### src/rtl/serial_add_pkg.sv
// rtl/serial_add_pkg.sv - shared state encoding and default width for the serial adder
package serial_add_pkg;

  typedef enum logic [1:0] {
    IDLE = 2'd0,
    LOAD = 2'd1,
    ADD  = 2'd2,
    DONE = 2'd3
  } sa_state_t;

  localparam int SA_N = 8;

endpackage

### src/rtl/full_adder_bit.sv
// rtl/full_adder_bit.sv - single-bit combinational full adder
module full_adder_bit (
  input  logic a,
  input  logic b,
  input  logic cin,
  output logic sum,
  output logic cout
);

  assign sum  = a ^ b ^ cin;
  assign cout = (a & b) | (a & cin) | (b & cin);

endmodule

### src/rtl/serial_add_ctrl.sv
// rtl/serial_add_ctrl.sv - serial adder control FSM, carry and bit counter
// Optional carry-in port enabled by SERIAL_ADD_CIN_EN.
module serial_add_ctrl
  import serial_add_pkg::*;
#(
  parameter  int N     = SA_N,
  localparam int CNT_W = $clog2(N)
) (
  input  logic i_clk,
  input  logic i_rst,
  input  logic i_start,
  input  logic i_a_bit,
  input  logic i_b_bit,
`ifdef SERIAL_ADD_CIN_EN
  input  logic i_cin,
`endif
  output logic o_ld,
  output logic o_shift,
  output logic o_sum_bit,
  output logic o_cout,
  output logic o_busy,
  output logic o_done
);

  localparam logic [CNT_W-1:0] LAST = CNT_W'(N - 1);

  sa_state_t        state;
  logic             carry;
  logic [CNT_W-1:0] cnt;
  logic             fa_sum;
  logic             fa_cout;
`ifdef SERIAL_ADD_CIN_EN
  logic             cin_q;
`endif

  full_adder_bit u_fa (
    .a    (i_a_bit),
    .b    (i_b_bit),
    .cin  (carry),
    .sum  (fa_sum),
    .cout (fa_cout)
  );

  // Sum bit is Mealy: it follows the operand LSBs within the same ADD cycle.
  assign o_sum_bit = (state == ADD) ? fa_sum : 1'b0;

  // Strobes are registered, so each is set on the edge entering its state.
  always_ff @(posedge i_clk) begin
    if (i_rst) begin
      state   <= IDLE;
      carry   <= 1'b0;
      cnt     <= '0;
      o_cout  <= 1'b0;
      o_ld    <= 1'b0;
      o_shift <= 1'b0;
      o_busy  <= 1'b0;
      o_done  <= 1'b0;
`ifdef SERIAL_ADD_CIN_EN
      cin_q   <= 1'b0;
`endif
    end else begin
      case (state)
        IDLE: begin
          o_done <= 1'b0;
          if (i_start) begin
            state  <= LOAD;
            o_ld   <= 1'b1;
            o_busy <= 1'b1;
`ifdef SERIAL_ADD_CIN_EN
            cin_q  <= i_cin;
`endif
          end
        end
        LOAD: begin
`ifdef SERIAL_ADD_CIN_EN
          carry   <= cin_q;
`else
          carry   <= 1'b0;
`endif
          cnt     <= '0;
          o_cout  <= 1'b0;
          o_ld    <= 1'b0;
          o_shift <= 1'b1;
          state   <= ADD;
        end
        ADD: begin
          carry <= fa_cout;
          cnt   <= cnt + CNT_W'(1);
          if (cnt == LAST) begin
            o_cout  <= fa_cout;
            o_shift <= 1'b0;
            o_busy  <= 1'b0;
            o_done  <= 1'b1;
            state   <= DONE;
          end
        end
        DONE: begin
          o_done <= 1'b0;
          state  <= IDLE;
        end
        default: state <= IDLE;
      endcase
    end
  end

endmodule

### config.mk
export PLATFORM = sky130hd
export DESIGN_NAME = serial_add_ctrl
export DESIGN_NICKNAME = d
export VERILOG_FILES = /design/src/rtl/serial_add_pkg.sv /design/src/rtl/full_adder_bit.sv /design/src/rtl/serial_add_ctrl.sv
export SDC_FILE = /design/constraint.sdc
export NUM_CORES = 1
export LEC_CHECK = 0
export CORE_MARGIN = 2
export CORE_UTILIZATION = 40
export DETAILED_ROUTE_END_ITERATION = 16
export PLACE_DENSITY = 0.61
export RECOVER_POWER = 25
export SLEW_MARGIN = 20
export SYNTH_ARGS = -nofsm -noshare
export SYNTH_HDL_FRONTEND = slang
export SYNTH_SLANG_ARGS = --single-unit
export TNS_END_PERCENT = 100
### constraint.sdc
create_clock -name i_clk -period 1.8 [get_ports i_clk]
set_input_delay 0.36 -clock i_clk [delete_from_list [all_inputs] [get_ports i_clk]]
set_output_delay 0.36 -clock i_clk [all_outputs]
set_load 0.05 [all_outputs]
# [After elaboration in Yosys (flattened, before gate mapping)]
# Cells that the tools add are included.
[totals] ff_bits=11 in_bits=5 out_inout_bits=6 elab_cells=48
[classes] addsub=1 eq_ne=6 mux=15 bitwise=7 n_reduce_logical=11
[op_table] op="1-bit one-hot mux with 2 select lines" count=6
[op_table] op="2-bit one-hot mux with 4 select lines" count=1
[op_table] op="2-bit AND reduction" count=4
[op_table] op="2-bit nonzero test" count=4
[op_table] op="3-bit one-hot mux with 2 select lines" count=1
[op_table] op="1-bit 2-to-1 mux" count=5
[op_table] op="2-bit equality test (second input constant)" count=2
[op_table] op="2-bit 2-to-1 mux" count=2
[op_table] op="3-bit by 1-bit adder with 3-bit output (second input constant)" count=1
[op_table] op="1-bit AND" count=3
[op_table] op="3-bit equality test (second input constant)" count=1
[op_table] op="3-bit AND reduction" count=1
[op_table] op="2-bit by 1-bit equality test with 1-bit output (second input constant)" count=1
[op_table] op="2-bit logical NOT" count=1
[op_table] op="2-bit by 1-bit != test with 1-bit output (second input constant)" count=1
[op_table] op="2-bit != test (second input constant)" count=1
[op_table] op="1-bit bitwise OR" count=2
[op_table] op="2-bit OR reduction" count=1
[op_table] op="1-bit XOR" count=2

# [Longest topological paths before layout]
# Gate-level depths: netlist (run 1).
[logic_depth] ltp_word=5 mapped_depth=5 depth_no_buf=5

# [Modules after synthesis]
# A second synthesis (run 1) with hierarchy kept.
[hier_totals] cells_unflattened=66 hier_area_um2=609.3
[by_module_without_submodules] module="serial_add_ctrl" instances=1 cells_each=65 area_per_inst_um2=589.3 seq_area_each_um2=220.2
[by_module_without_submodules] module="full_adder_bit" instances=1 cells_each=1 area_per_inst_um2=20.0 seq_area_each_um2=0.0

# [Worst setup path after synthesis (run 1)]
# OpenSTA, ideal clock, no wires.
[synth_timing] kind="input to output" startpoint="input i_a_bit" endpoint="output o_sum_bit" t_arrival_ns=1.293 t_required_ns=1.440 setup_slack_ns=0.147 stages=2 n_path_buf=0 path_cell_list="fa_1 and2_1"
[synth_between] elab_chain_cells=3
[synth_lines] element="start, declared" line="serial_add_ctrl.sv:12" rtl="input logic i_a_bit,"
[synth_lines] element="1-bit XOR (2 in series)" line="full_adder_bit.sv:10" rtl="assign sum = a ^ b ^ cin;"
[synth_lines] element="1-bit 2-to-1 mux" line="serial_add_ctrl.sv:45" rtl="assign o_sum_bit = (state == ADD) ? fa_sum : 1'b0;"
[synth_lines] element="end, declared" line="serial_add_ctrl.sv:19" rtl="output logic o_sum_bit,"
# Every way passes these cells.

# [Final worst setup path (run 1)]
# Same ends and word-level chain as after synthesis.

==> flow_summary.json, run 1 <==
{
  "synth_edf_count": 0,
  "yosysMostFrequentCell": "dfxtp_1",
  "synth_common_cells": "11 x dfxtp_1, 9 x ha_1, 7 x a21oi_1, 7 x nand2_1",
  "min_period_ns": 1.77,
  "ctsHoldBuffers": 0,
  "hold_violations": 0,
  "drive_above_1_share_pct": 12.7,
  "final_cell_count_no_fill": 94,
  "holdWs_ns": 0.462,
  "finClkSkew_ns": 0.00372,
  "power_density_nw_per_um2": 1340,
  "synth_area_leaders": "dfxtp_1 37%, ha_1 19%, mux2i_1 8.3%, a21oi_1 5.8%, nand2_1 4.4%",
  "critPathLaunchType": "input pin",
  "core_area_sq_um": 1350,
  "cts_setup_buffers": 0,
  "first_iter_violations": 9,
  "met1Wirelength_um": 523,
  "drt_pass1_iterations": 4,
  "clock_path_buffers": 2,
  "worst_pin_slew_ns": 0.607,
  "start_util_pct": 44.5,
  "vdd_drop_max_mv": 0.659,
  "async_reset_ff_share_pct": 0,
  "cts_buffers": 3,
  "grt_overflow": 0,
  "grt_pass1_wl_um": 1900,
  "fmax_ghz": 0.565,
  "syn-instance-count": 65,
  "ys_ff_latch": 11,
  "synth_seq_area_share_pct": 36.7,
  "route.met2.wl_um": 475,
  "setup_tns_ns": 0,
  "grt_max_degree": 9,
  "io_pins": 11,
  "required_ns": 1.44,
  "fin_util_pct": 54.6,
  "fin_nets": 95,
  "critPathMaxFanout": 1,
  "cts_tree": "built",
  "yosysUniqueCellTypes": 20,
  "setup.worst_path.end_class": "output port",
  "place_ws_ns": -0.193,
  "cts.htree.levels": 1,
  "fin_crit_sh_pct": 98.2,
  "avgSynthCellArea_sq_um": 9.24,
  "num_vias": 474,
  "clkTransAtPathRegs_ns": 0.07,
  "critPathKind": "input pin to output port",
  "die-height_um": 42.8,
  "grt_antenna_before_repair": 0,
  "synth_warnings": 0,
  "cap_violations": 0,
  "clock_latency_ns": 0.27,
  "fillers": 136,
  "syn2layout_area_growth_pct": 22.7,
  "io_buffers": 10,
  "drc_errors": 0,
  "gp_congestion": 0.715,
  "outcome": "finished, final reports clean",
  "ant_nets": 0,
  "post-dp-hpwl_um": 828,
  "maxSlewViolCount": 0,
  "cts_root_buf": "clkbuf_4",
  "die-area_sq_um": 1830,
  "wire_per_inst_um": 11.3,
  "grt_pass1_vias": 458,
  "routed-wl-met3_um": 67,
  "rsz0062_at_grt": "false",
  "relSlewSlack_pct": 59.7,
  "synthFlopType": "dfxtp_1",
  "die_width_um": 42.8,
  "viasPerCell": 5.04,
  "synth.top_cell.area_share_pct": 36.7,
  "rows": 13,
  "p_leak_nw": 0.336,
  "highest_layer": "met3",
  "diodes": 0,
  "post-place-cells": 90,
  "grt_use_total_pct": 13.9,
  "synth_area_sq_um": 601,
  "finalWorstSetupSlack_ns": 0.0316,
  "syn-num-nets": 80,
  "post-synth-top-area-cell": "dfxtp_1",
  "finalSetupViolCount": 0,
  "routed_wl_um": 1070,
  "hold_path.class": "flop to flop",
  "arrival_ns": 1.41,
  "cts_num_sinks": 11
}
-- what timing repair did --
action	in CTS	in global routing
endpoints found under the setup margin	1	1
resized for setup	3	1
pin swaps	0	0
-- cell type report --
type                    instances  area [sq um]  area share [%]
clock inverters                 1          5.00           0.679
repair buffers                 12          95.1            12.9
flip-flops and latches         11           221            30.1
clock buffers                   3          22.5            3.06
well taps                      15          18.8            2.55
multi-input cells              47           355            48.2
inverters                       5          18.8            2.55
-- cells in the final DEF (no fill, tap or decap) --
cell,count
a21oi_1,7
a2bb2oi_1,1
and2_1,1
and2_4,1
buf_12,1
buf_4,3
clkbuf_1,4
clkbuf_4,3
clkdlybuf4s50_1,2
clkinv_2,1
dfxtp_1,10
dfxtp_2,1
dlygate4sd2_1,2
fa_1,1
ha_1,9
inv_1,5
mux2i_1,5
nand2_1,7
nand2b_1,3
nand3_1,3
nand3b_1,1
nor2_1,3
nor2b_1,1
o211a_1,1
o211ai_1,1
o21ai_0,1
or3_1,1
-- per-layer routing --
layer,global-route usage [%],vias to the layer above
met1,17.6,215
li1,-,246
met3,6.38,0
met4,3.75,0
met5,0,-
met2,21.2,13
-- path summary, 6_finish.rpt --
kind	from	to	slack, ns	cells after the start
setup / recovery	i_a_bit	o_sum_bit	0.03	4
hold / removal	o_done	o_done	0.46	2
setup reg to reg	state[1]	state[0]	0.40	5
hold reg to reg	o_done	o_done	0.46	2
-- report_power, final --
group,total (mW),switching [mW],internal [mW]
combinational,0.478,0.295,0.182
clock,0.170,0.0880,0.0823
sequential,0.337,0.0371,0.300
total,0.985,0.420,0.564
-- critical path, cell delays in order --
cell and delay (ns):
dlygate4sd2_1 0.25, fa_1 0.53, and2_4 0.15, buf_12 0.13
-- metrics by stage --
| step | total power, mW | cell area [sq um] |
|---|---|---|
| detailed placement | 0.838 | 723 |
| global route | 1.07 | 737 |
| finish | 0.985 | 737 |
| floorplan | 0.703 | 601 |
| global placement | 0.833 | 723 |
| CTS | 1.02 | 751 |
-- state kept, by name (all words and copies together) (netlist names) --
signal / cells
o_ld: 1
o_busy: 1
o_done: 1
state: 2
carry: 1
cnt: 3
o_shift: 1
o_cout: 1
-- logic make-up (layout without fill, tap and decap cells) --
group,Yosys count,after routing,share of synthesized area [%]
and+or+nand+nor,21,21,17.3
muxes,5,5,8.33
adders and majority gates,10,10,22.1
DFF,11,11,36.7
buffers and inverters,7,21,4.58
AOI/OAI and AO/OA,11,11,11.0
Note: power is estimated with default switching activity, not from simulation.
==> inputs of run 2 (changes only) <==
--- a/config.mk
+++ b/config.mk
@@ -5,7 +5,6 @@
 export SDC_FILE = /design/constraint.sdc
 export NUM_CORES = 1
 export LEC_CHECK = 0
-export CORE_MARGIN = 2
 export CORE_UTILIZATION = 40
 export DETAILED_ROUTE_END_ITERATION = 16
 export PLACE_DENSITY = 0.61
==> run 2 against run 1 <==
  * Worst hold slack improved by 0.013 ns
  * Via count fell by 3.4%
  * Global-route usage rose by 4.7 points
  * Final area fell by 0.85%
  * Register-to-register slack got worse by 0.06 ns
  * First-iteration DRC count fell by 89%
  * Total power rose by 0.21%
  * Critical path type is now flop to output port
==> flow_summary.json, run 2 (synthesis results as in run 1) <==
{
  "outcome": "finished, final reports clean",
  "worst_pin_slew_ns": 0.589,
  "r2r_cells": 5,
  "final_cell_mix": "11 x dfxtp_1, 8 x ha_1, 7 x a21oi_1, 7 x nand2_1",
  "max_stage_delay_ns": 0.50,
  "setup.worst_path.end_class": "output port",
  "relSlewSlack_pct": 60.9,
  "min_to": "o_done",
  "critPathLaunchType": "flop",
  "fin_crit_sh_pct": 96.5,
  "clock_path_buffers": 2,
  "ctsHoldBuffers": 0,
  "post-dp-hpwl_um": 818,
  "wire_per_inst_um": 11.9,
  "hold_path.class": "flop to flop",
  "die_width_um": 40.8,
  "power_density_nw_per_um2": 1350,
  "ant_nets": 0,
  "drive_above_1_share_pct": 10.3,
  "total_power_mw": 0.987,
  "grt_pass1_vias": 412,
  "critPathMaxFanout": 2,
  "fin_nets": 94,
  "gp_congestion": 0.662,
  "hp-start": "o_done",
  "start_util_pct": 44.5,
  "cts_setup_buffers": 0,
  "drc_errors": 0,
  "rows": 13,
  "crit_chain": "fa_1 > and2_4 > buf_12",
  "grt_antenna_before_repair": 0,
  "largest_reg_flops": 3,
  "diodes": 0,
  "holdWs_ns": 0.475,
  "hold_violations": 0,
  "cpMaxStageDelayCell": "fa_1",
  "vdd_drop_max_mv": 0.640,
  "syn2layout_area_growth_pct": 21.7,
  "viasPerCell": 4.92,
  "core_area_sq_um": 1350,
  "cpLargestDelayFamily": "adder cells",
  "clkTransAtPathRegs_ns": 0.08,
  "io_buffers": 10,
  "grt_max_degree": 9,
  "fillers": 129,
  "reg.largest.list": "cnt x3, state x2",
  "arrival_ns": 1.38,
  "required_ns": 1.44,
  "first_iter_violations": 1,
  "cts.htree.levels": 1,
  "cts_root_buf": "clkbuf_4",
  "top_register": "cnt",
  "fin_util_pct": 54.1,
  "die-area_sq_um": 1660,
  "rsz0062_at_grt": "false",
  "cts_num_sinks": 11,
  "cts_buffers": 3,
  "timing.rr.end": "state[0]",
  "clock_latency_ns": 0.27,
  "critPathKind": "flop to output port",
  "num_vias": 458,
  "maxSlewViolCount": 0,
  "finalSetupViolCount": 0,
  "grt_use_total_pct": 18.7,
  "min_period_ns": 1.74,
  "routed_wl_um": 1110,
  "path_buf_inv": 1,
  "hold_depth": 2,
  "fmax_ghz": 0.576,
  "p_leak_nw": 0.326,
  "final_common_cell": "dfxtp_1",
  "grt_pass1_wl_um": 1850,
  "cts_tree": "built",
  "drt_pass1_iterations": 2,
  "grt_overflow": 0,
  "r2r_setup_slack_ns": 0.34,
  "reg2reg_from": "state[0]",
  "die-height_um": 40.8,
  "post-route-cell-area_sq_um": 731,
  "cap_violations": 0,
  "placed_area_sq_um": 716,
  "finClkSkew_ns": 0.00240,
  "io_pins": 11
}
==> run 2: cell count changes in the layout (fill, tap and decap cells not counted), sizes merged <==
cell | previous run | this run
clkinv | 1 | 0
clkbuf | 7 | 8
clkdlybuf4s15 | 0 | 1
buf | 4 | 3
dlygate4sd2 | 2 | 1
==> run 2: area by class of cell <==
type                    instances  area (sq um)  area share [%]
clock buffers                   4          26.3            3.60
inverters                       5          18.8            2.57
multi-input cells              47           358            49.0
flip-flops and latches         11           220            30.1
well taps                      15          18.8            2.57
repair buffers                 11          88.8            12.2
==> run 2: per-layer routing <==
layer	vias up	GRT usage [%]	part of all wire, %
met3	2	8.15	3.6
met2	10	29.4	43
met1	199	20.1	52
met5	-	0	0
li1	247	-	-
met4	0	12.5	0.72
==> run 2: what timing repair did <==
action	4_1_cts	5_1_grt
hold endpoints to repair	0	0
cloned	0	0
setup endpoints to repair	1	1
resized for setup	4	1
pin swaps	1	1
==> run 2: stage by stage <==
stage	setup TNS (ns)	setup slack, ns	cells
after CTS	0	0.0266	93
after floorplan	0	0.147	65
after detailed placement	-0.190	-0.190	89
final	0	0.0638	93
after global placement	-0.179	-0.179	89
after global routing	0	0.000201	93
==> run 2: tightest hold or removal path, stage by stage, from the launching register on <==
cell,delay (ns)
dfxtp_1,0.32
nand2_1,0.06
mux2i_1,0.06
==> run 2: worst max path at each step <==
stage	from	endpoint	slack, ns	cells past startpoint
4_1_cts	i_a_bit	o_sum_bit	0.03	4
6_report	carry	o_sum_bit	0.06	3
2_1_floorplan	i_a_bit	o_sum_bit	0.15	2
5_1_grt	carry	o_sum_bit	0.0002	3
3_3_place_gp	i_a_bit	o_sum_bit	-0.18	4
3_5_place_dp	i_a_bit	o_sum_bit	-0.19	4
==> run 2: power breakdown <==
part | leakage (nW) | internal, mW | switching, mW
Clock | 0.0150 | 0.0858 | 0.0900
Combinational | 0.221 | 0.177 | 0.297
Sequential | 0.0900 | 0.297 | 0.0394
